==> src/rtl/rice_core_csr_master.sv <==
// Zicsr execute-stage engine: turns one CSR instruction into a non-posted read
// and an optional non-posted write on the 12-bit CSR bus.
module rice_core_csr_master #(
  parameter int XLEN = 32
) (
  input  logic              i_clk,
  input  logic              i_rst_n,
  input  logic [1:0]        i_privilege_level,
  input  logic              i_flush,
  input  logic              i_valid,
  output logic              o_ready,
  input  logic [11:0]       i_address,
  input  logic [1:0]        i_operation,
  input  logic [XLEN-1:0]   i_operand,
  input  logic              i_read_enable,
  input  logic              i_write_enable,
  output logic              o_done,
  output logic [XLEN-1:0]   o_read_data,
  output logic              o_illegal,
  output logic              o_request_valid,
  input  logic              i_request_ready,
  output logic [11:0]       o_address,
  output logic              o_write,
  output logic [XLEN-1:0]   o_write_data,
  output logic [XLEN/8-1:0] o_strobe,
  input  logic              i_response_valid,
  output logic              o_response_ready,
  input  logic [XLEN-1:0]   i_read_data,
  input  logic              i_error
);

  localparam logic [2:0] IDLE    = 3'd0;
  localparam logic [2:0] RD_REQ  = 3'd1;
  localparam logic [2:0] RD_RESP = 3'd2;
  localparam logic [2:0] WR_REQ  = 3'd3;
  localparam logic [2:0] WR_RESP = 3'd4;
  localparam logic [2:0] DONE    = 3'd5;

  localparam logic [1:0] OP_RW = 2'd1;
  localparam logic [1:0] OP_RS = 2'd2;
  localparam logic [1:0] OP_RC = 2'd3;

  logic [2:0]      state;
  logic [11:0]     addr_q;
  logic [1:0]      op_q;
  logic [XLEN-1:0] operand_q;
  logic [XLEN-1:0] wdata_q;
  logic [XLEN-1:0] rdata_q;
  logic            wen_q;
  logic            illegal_q;
  logic            discard_q;

  logic            accept;
  logic            precheck_bad;
  logic [XLEN-1:0] merged;

  assign accept = (state == IDLE) && i_valid && !i_flush;

  // Privilege field of the address vs. current mode, writes to the read-only
  // quadrant, and the reserved operation encoding are all rejected up front.
  assign precheck_bad = (i_address[9:8] > i_privilege_level) ||
                        ((i_address[11:10] == 2'b11) && i_write_enable) ||
                        (i_operation == 2'd0);

  always_comb begin
    merged = operand_q;
    case (op_q)
      OP_RW:   merged = operand_q;
      OP_RS:   merged = i_read_data | operand_q;
      OP_RC:   merged = i_read_data & ~operand_q;
      default: merged = operand_q;
    endcase
  end

  always_ff @(posedge i_clk or negedge i_rst_n) begin
    if (!i_rst_n) begin
      state     <= IDLE;
      addr_q    <= '0;
      op_q      <= '0;
      operand_q <= '0;
      wdata_q   <= '0;
      rdata_q   <= '0;
      wen_q     <= 1'b0;
      illegal_q <= 1'b0;
      discard_q <= 1'b0;
    end else begin
      case (state)
        IDLE: begin
          if (accept) begin
            addr_q    <= i_address;
            op_q      <= i_operation;
            operand_q <= i_operand;
            wdata_q   <= i_operand;
            wen_q     <= i_write_enable;
            rdata_q   <= '0;
            discard_q <= 1'b0;
            illegal_q <= precheck_bad;
            if (precheck_bad)
              state <= DONE;
            else if (i_read_enable || i_operation[1])
              state <= RD_REQ;
            else
              state <= WR_REQ;
          end
        end
        RD_REQ: begin
          // A flushed request that still handshakes this cycle owes a response.
          if (i_flush) begin
            discard_q <= 1'b1;
            state     <= i_request_ready ? RD_RESP : IDLE;
          end else if (i_request_ready) begin
            state <= RD_RESP;
          end
        end
        RD_RESP: begin
          if (i_response_valid) begin
            if (discard_q || i_flush) begin
              state <= IDLE;
            end else if (i_error) begin
              illegal_q <= 1'b1;
              rdata_q   <= '0;
              state     <= DONE;
            end else begin
              rdata_q <= i_read_data;
              wdata_q <= merged;
              state   <= wen_q ? WR_REQ : DONE;
            end
          end else if (i_flush) begin
            discard_q <= 1'b1;
          end
        end
        WR_REQ: begin
          if (i_flush) begin
            discard_q <= 1'b1;
            state     <= i_request_ready ? WR_RESP : IDLE;
          end else if (i_request_ready) begin
            state <= WR_RESP;
          end
        end
        WR_RESP: begin
          if (i_response_valid) begin
            if (discard_q || i_flush) begin
              state <= IDLE;
            end else begin
              if (i_error) begin
                illegal_q <= 1'b1;
                rdata_q   <= '0;
              end
              state <= DONE;
            end
          end else if (i_flush) begin
            discard_q <= 1'b1;
          end
        end
        DONE:    state <= IDLE;
        default: state <= IDLE;
      endcase
    end
  end

  assign o_ready          = (state == IDLE);
  assign o_done           = (state == DONE) && !i_flush;
  assign o_read_data      = rdata_q;
  assign o_illegal        = illegal_q;
  assign o_request_valid  = (state == RD_REQ) || (state == WR_REQ);
  assign o_write          = (state == WR_REQ);
  assign o_address        = addr_q;
  assign o_write_data     = wdata_q;
  assign o_strobe         = {(XLEN/8){state == WR_REQ}};
  assign o_response_ready = (state == RD_RESP) || (state == WR_RESP);

endmodule
==> config.mk <==
export PLATFORM = sky130hd
export DESIGN_NAME = rice_core_csr_master
export DESIGN_NICKNAME = d
export VERILOG_FILES = /design/src/rtl/rice_core_csr_master.sv
export SDC_FILE = /design/constraint.sdc
export NUM_CORES = 1
export LEC_CHECK = 0
export CAP_MARGIN = 5
export CORE_UTILIZATION = 48
export CTS_BUF_LIST = sky130_fd_sc_hd__clkbuf_4
export CTS_CLUSTER_DIAMETER = 100
export DETAILED_ROUTE_END_ITERATION = 6
export MAX_ROUTING_LAYER = met4
export PLACE_DENSITY = 0.83
export RECOVER_POWER = 25
export SLEW_MARGIN = 20
export SYNTH_ARGS = -nofsm -noshare
export SYNTH_HDL_FRONTEND = slang
export SYNTH_SLANG_ARGS = --single-unit
==> constraint.sdc <==
create_clock -name i_clk -period 2.1 [get_ports i_clk]
set_input_delay 0.21 -clock i_clk [delete_from_list [all_inputs] [get_ports i_clk]]
set_output_delay 0.21 -clock i_clk [all_outputs]
set_load 0.05 [all_outputs]
==> results of run 1 <==
-- cells by family after synthesis --
kind of cell               share of synthesized area, %
AOI/OAI and AO/OA                                  19.7
xor gates and xnor gates                          0.163
buffers and inverters                              4.92
muxes                                              1.26
DFF                                                54.1
adders and majority gates                         0.466
and+or+nand+nor                                    19.4
-- sequential cells by signal, indices dropped and copies added (netlist names) --
signal and cells:
op_q 2, o_write_data 32, o_illegal 1, o_read_data 32
o_address 12, wen_q 1, operand_q 32, state 3
discard_q 1
-- final cells by class --
class | instances | area [um2]
multi-input combinational | 443 | 2220
inverter | 6 | 26.3
clock buffer | 18 | 135
sequential | 116 | 2910
clock inverter | 12 | 140
timing repair buffer | 200 | 2080
fill | 860 | 3200
tap | 140 | 175
-- worst max-delay path, stage by stage (launching register included) --
cell and delay [ps]:
dfrtp_2 390, buf_6 110, and2b_2 230, nand2_2 100, clkinvlp_4 240, buf_12 230
-- cells in the final DEF, fill, tap and decap left out, types with 2 or more instances in the layout --
cell type          n
nand2_1          192
clkdlybuf4s50_1  164
dfrtp_1          114
a21oi_1           91
nor2_1            38
o21ai_1           36
a211oi_1          32
buf_4             20
clkbuf_4          18
buf_12            13
a21oi_2            7
mux2_1             6
clkinv_2           6
nand2b_1           5
inv_1              4
o21ai_0            3
bufinv_16          3
clkinvlp_4         2
o31ai_1            2
nand3_1            2
nor2b_1            2
o211ai_1           2
ha_1               2
dfrtp_2            2
-- stage by stage --
| step | utilization, % | hold WS [ps] |
|---|---|---|
| 2_1_floorplan | - | -85.6 |
| 3_3_place_gp | 67.3 | 344 |
| 3_5_place_dp | 67.3 | 350 |
| 4_1_cts | 70.3 | 180 |
| 5_1_grt | 70.6 | 196 |
| 6_report | 70.6 | 231 |
-- report_power, final --
part / switching, mW / total, mW / internal, mW
clock network: 0.833 / 1.64 / 0.811
registers: 0.647 / 3.78 / 3.13
logic: 4.45 / 6.85 / 2.40
total: 5.93 / 12.3 / 6.35
-- worst paths after layout --
path                              endpoint  cells past startpoint
min                           o_address[6]                      3
min in group asynchronous  o_read_data[10]                      3
max in group asynchronous         state[2]                      3
min reg2reg                o_read_data[14]                      2
max reg2reg                o_read_data[22]                      8
max                                o_write                      5
-- timing repair --
item                                   CTS  global route
setup buffers                            5             3
pin swaps                                0             0
endpoints found under the hold margin  116             0
resized for setup                        5             2
setup endpoints to repair                7             6
hold buffers                             1             0
-- routing by layer --
layer	vias to the layer above	wire length (um)	GRT usage, %
met3	23	1090	6.84
met2	204	7480	45.7
li1	2411	-	-
met1	2390	6270	35.0
met4	0	244	11.1
met5	-	0	-
==> results.yml, run 1 <==
layout:
  layout-drive-gt1-share_pct: 10.8
  nets: 875
  area_growth_pct: 43.1
  stdcell_count: 935
  fin_area_um2: 7680
  antenna_cells: 0
logic_synthesis:
  synthCells: 612
  synth_area_leader_cell: "dfrtp_1"
  synth_most_common_cell: "nand2_1"
  ys_ff_latch: 116
  syn_area_per_cell_um2: 8.77
  ys_warn_count: 0
  synth.top_cell.area_share_pct: 54.1
  synth-seq-area-share_pct: 54.1
  ys_types: 41
  ys.flop_type: "dfrtp_1"
  synth_edf_count: 0
  ys_top_cells_by_area: "dfrtp_1 54%, nand2_1 13%, a21oi_1 8.5%"
  syn_area_um2: 5370
  async_flop_share_pct: 100
  synth_nets: 703
  synthTopCellsByCount: "193 x nand2_1, 116 x dfrtp_1, 91 x a21oi_1"
place:
  post-place-cells: 896
  placed_cell_area_um2: 7330
  hpwlAfterDp_um: 10200
  place_worst_setup_slack_ps: 175
  port-buffer-count: 174
  gp_congestion: 0.918
hold_path:
  hp-start: "i_address[6]"
  min_path_type: "in2reg"
detailed_routing:
  wire_per_inst_um: 16.1
  ant_nets: 0
  dr_total_vias: 5028
  dr.pass1.iters: 5
  drcViolationCount: 0
  drt-vias-per-instance: 5.38
  drtIter0Drc: 310
  drt-total-wl_um: 15100
setup_path:
  arrival_ps: 1790
  reg2reg_setup_slack_ps: 220
  critPathLaunchType: "register"
  crit_path_max_fanout: 5
  crit_path_end_kind: "output port"
  crit_start: "state[2]"
  r2r_start: "state[1]"
  crit_required_ps: 1890
  path_class: "reg2out"
global_route:
  grt_pass1_wl_um: 24400
  antenna_found_initial: 0
  grt_max_degree: 117
  grt_pass1_vias: 4993
  grt_overflow_total: 0
  grt_use_total_pct: 28.5
timing:
  hold_viol: 0
  max_slew_margin_pct: 55.5
  setup_tns_ps: 0
  worst_pin_slew_ps: 668
  fmaxAchievable_mhz: 500
  slew_violations: 0
  min_period_over_period_pct: 95.2
  setup_ws_ps: 101
  skew_ps: 18.2
  min_period_ps: 2000
  setup_viol_count_final: 0
clock_tree:
  cts_buffers: 17
  clock_sinks: 116
  cts_tree: "yes"
  htreeDepth: 4
  clock_latency_ps: 510
  cts-root-buf: "clkbuf_4"
  clock_path_buffers: 2
  path_clk_slew_ps: 100
die:
  start_util_pct: 49.3
  design.core.area_um2: 10900
  num_rows: 38
  die_h_um: 108
  dieArea_um2: 11600
  ios: 175
  die_w_um: 108
job:
  maxCapViolations: 0
power:
  power_mw: 12.3
  ir_worst_vdd_mv: 1.03
  p_leak_nw: 3.31
  p_per_area_nw_per_um2: 1600
run_status:
  status: "finished clean"
Power figures use the tool's default switching activity.
==> run 2, diff against run 1 <==
--- a/config.mk
+++ b/config.mk
@@ -6,13 +6,15 @@
 export NUM_CORES = 1
 export LEC_CHECK = 0
 export CAP_MARGIN = 5
-export CORE_UTILIZATION = 48
-export CTS_BUF_LIST = sky130_fd_sc_hd__clkbuf_4
+export CORE_UTILIZATION = 46
+export CTS_BUF_LIST = sky130_fd_sc_hd__clkbuf_4 sky130_fd_sc_hd__clkbuf_8 sky130_fd_sc_hd__clkbuf_16
 export CTS_CLUSTER_DIAMETER = 100
 export DETAILED_ROUTE_END_ITERATION = 6
+export GPL_ROUTABILITY_DRIVEN = 0
 export MAX_ROUTING_LAYER = met4
-export PLACE_DENSITY = 0.83
+export PLACE_DENSITY = 0.8
 export RECOVER_POWER = 25
+export REMOVE_ABC_BUFFERS = 1
 export SLEW_MARGIN = 20
 export SYNTH_ARGS = -nofsm -noshare
 export SYNTH_HDL_FRONTEND = slang
==> run 2 against run 1 <==
  * Combinational power grew 1%
  * Die area grew 4.3%
  * Total power grew 8.6%
  * Critical endpoint is now o_strobe[1]
  * Setup slack lost 44 ps
  * Cell area grew 3.7%
  * Largest power group unchanged
  * Sequential cell count is the same
  * Core utilization shrank 0.79 points
  * Clock skew shrank 7.6 ps
  * Count of clock-buffer cells in the layout grew 5
  * Clock power grew 60%
==> results.yml, run 2 (synthesis gave the netlist of run 1 again) <==
run_status:
  status: "finished clean"
timing:
  skew_ps: 10.6
  min_period_ps: 2040
  hold_viol: 0
  setup_tns_ps: 0
  max_slew_margin_pct: 47.8
  holdWs_ps: 327
  fmaxAchievable_mhz: 489
  setup_viol_count_final: 0
  worst_pin_slew_ps: 783
  min_period_over_period_pct: 97.3
  rsz0062_at_grt: "no"
  slew_violations: 0
detailed_routing:
  wire_per_inst_um: 16.3
  ant_nets: 0
  drt-vias-per-instance: 5.37
  drt-total-wl_um: 15300
  dr.pass1.iters: 6
  drcViolationCount: 0
  dr_total_vias: 5028
  drtIter0Drc: 363
power:
  p_per_area_nw_per_um2: 1670
  power_mw: 13.3
  ir_worst_vdd_mv: 1.00
  p_leak_nw: 3.42
clock_tree:
  cts_buffers: 17
  path_clk_slew_ps: 50
  clock_path_buffers: 2
  cts_tree: "yes"
  cts-root-buf: "clkbuf_16"
  clock_latency_ps: 410
  clock_sinks: 116
  htreeDepth: 4
layout:
  layout_commonest_cell: "nand2_1"
  antenna_cells: 0
  layout_common_cells: "193 x nand2_1, 164 x clkdlybuf4s50_1, 114 x dfrtp_1"
  final.fill_count: 889
  nets: 872
  layout-drive-gt1-share_pct: 10.3
  area_growth_pct: 48.4
  seqCellArea_um2: 2910
  multi_input_area_um2: 2210
  stdcell_count: 937
setup_path:
  crit_required_ps: 1890
  crit_path_max_fanout: 10
  critPathLaunchType: "register"
  reg2reg_setup_slack_ps: 170
  crit_path_end_kind: "output port"
  worstRegToRegCells: 7
  rr_endpoint: "o_write_data[12]"
  r2r_start: "state[2]"
  arrival_ps: 1830
  path_class: "reg2out"
die:
  die_w_um: 110
  num_rows: 39
  die_h_um: 110
  dieArea_um2: 12100
  ios: 175
  design.core.area_um2: 11400
  start_util_pct: 47.0
hold_path:
  min_path_type: "in2reg"
  hp-start: "i_address[6]"
  whs_endpoint: "o_address[6]"
  min_path_cells: 3
global_route:
  grt_overflow_total: 0
  antenna_found_initial: 0
  grt_max_degree: 117
  grt_use_total_pct: 27.3
  grt_pass1_wl_um: 24400
  grt_pass1_vias: 5066
place:
  hpwlAfterDp_um: 10200
  port-buffer-count: 174
  post-place-cells: 902
job:
  maxCapViolations: 0
-- run 2: worst max-delay path, stage by stage (launching register included) --
cell and delay, ps:
dfrtp_2 480, and2b_1 270, nand2_1 180, clkinvlp_4 260
buf_12 230
-- run 2: what timing repair did --
action,in CTS,in global routing
endpoints found under the hold margin,116,0
hold buffers,1,0
setup endpoints to repair,5,5
buffers inserted,0,2
pin swaps,0,0
resized for setup,3,0
-- run 2: worst max path at each step --
| stage | endpoint | from | slack [ps] |
|---|---|---|---|
| finish | o_strobe[1] | state[2] | 60 |
| global route | o_write | state[2] | 10 |
| CTS | o_strobe[1] | state[1] | 50 |
| detailed placement | state[2] | i_privilege_level[1] | 160 |
| global placement | state[2] | i_privilege_level[1] | 220 |
| floorplan | o_write_data[10] | state[0] | -610 |
-- run 2: cell type report --
class | count | area share, %
inverter | 6 | 0.330
clock buffer | 23 | 6.14
sequential | 116 | 36.5
clock inverter | 9 | 0.691
multi-input combinational | 443 | 27.8
timing repair buffer | 197 | 26.4
tap | 143 | 2.25
-- run 2: metrics by stage --
stage	util, %	worst slack, ps	cell area [um2]
6_report	69.8	56.6	7970
5_1_grt	69.8	12.2	7970
4_1_cts	69.6	52.6	7940
3_5_place_dp	64.7	162	7380
3_3_place_gp	64.7	221	7380
2_1_floorplan	-	-614	5130
-- run 2: power by group --
| part | switching, mW | internal [mW] |
|---|---|---|
| Sequential | 0.610 | 3.15 |
| Clock | 0.999 | 1.62 |
| Combinational | 4.50 | 2.45 |
| Total | 6.11 | 7.22 |
-- run 2: per-layer routing --
layer | vias up | routed length (um) | global-route usage [%]
li1 | 2402 | - | -
met1 | 2376 | 6150 | 32.0
met2 | 219 | 7790 | 45.4
met3 | 31 | 998 | 5.53
met4 | 0 | 348 | 12.4
met5 | - | 0 | -
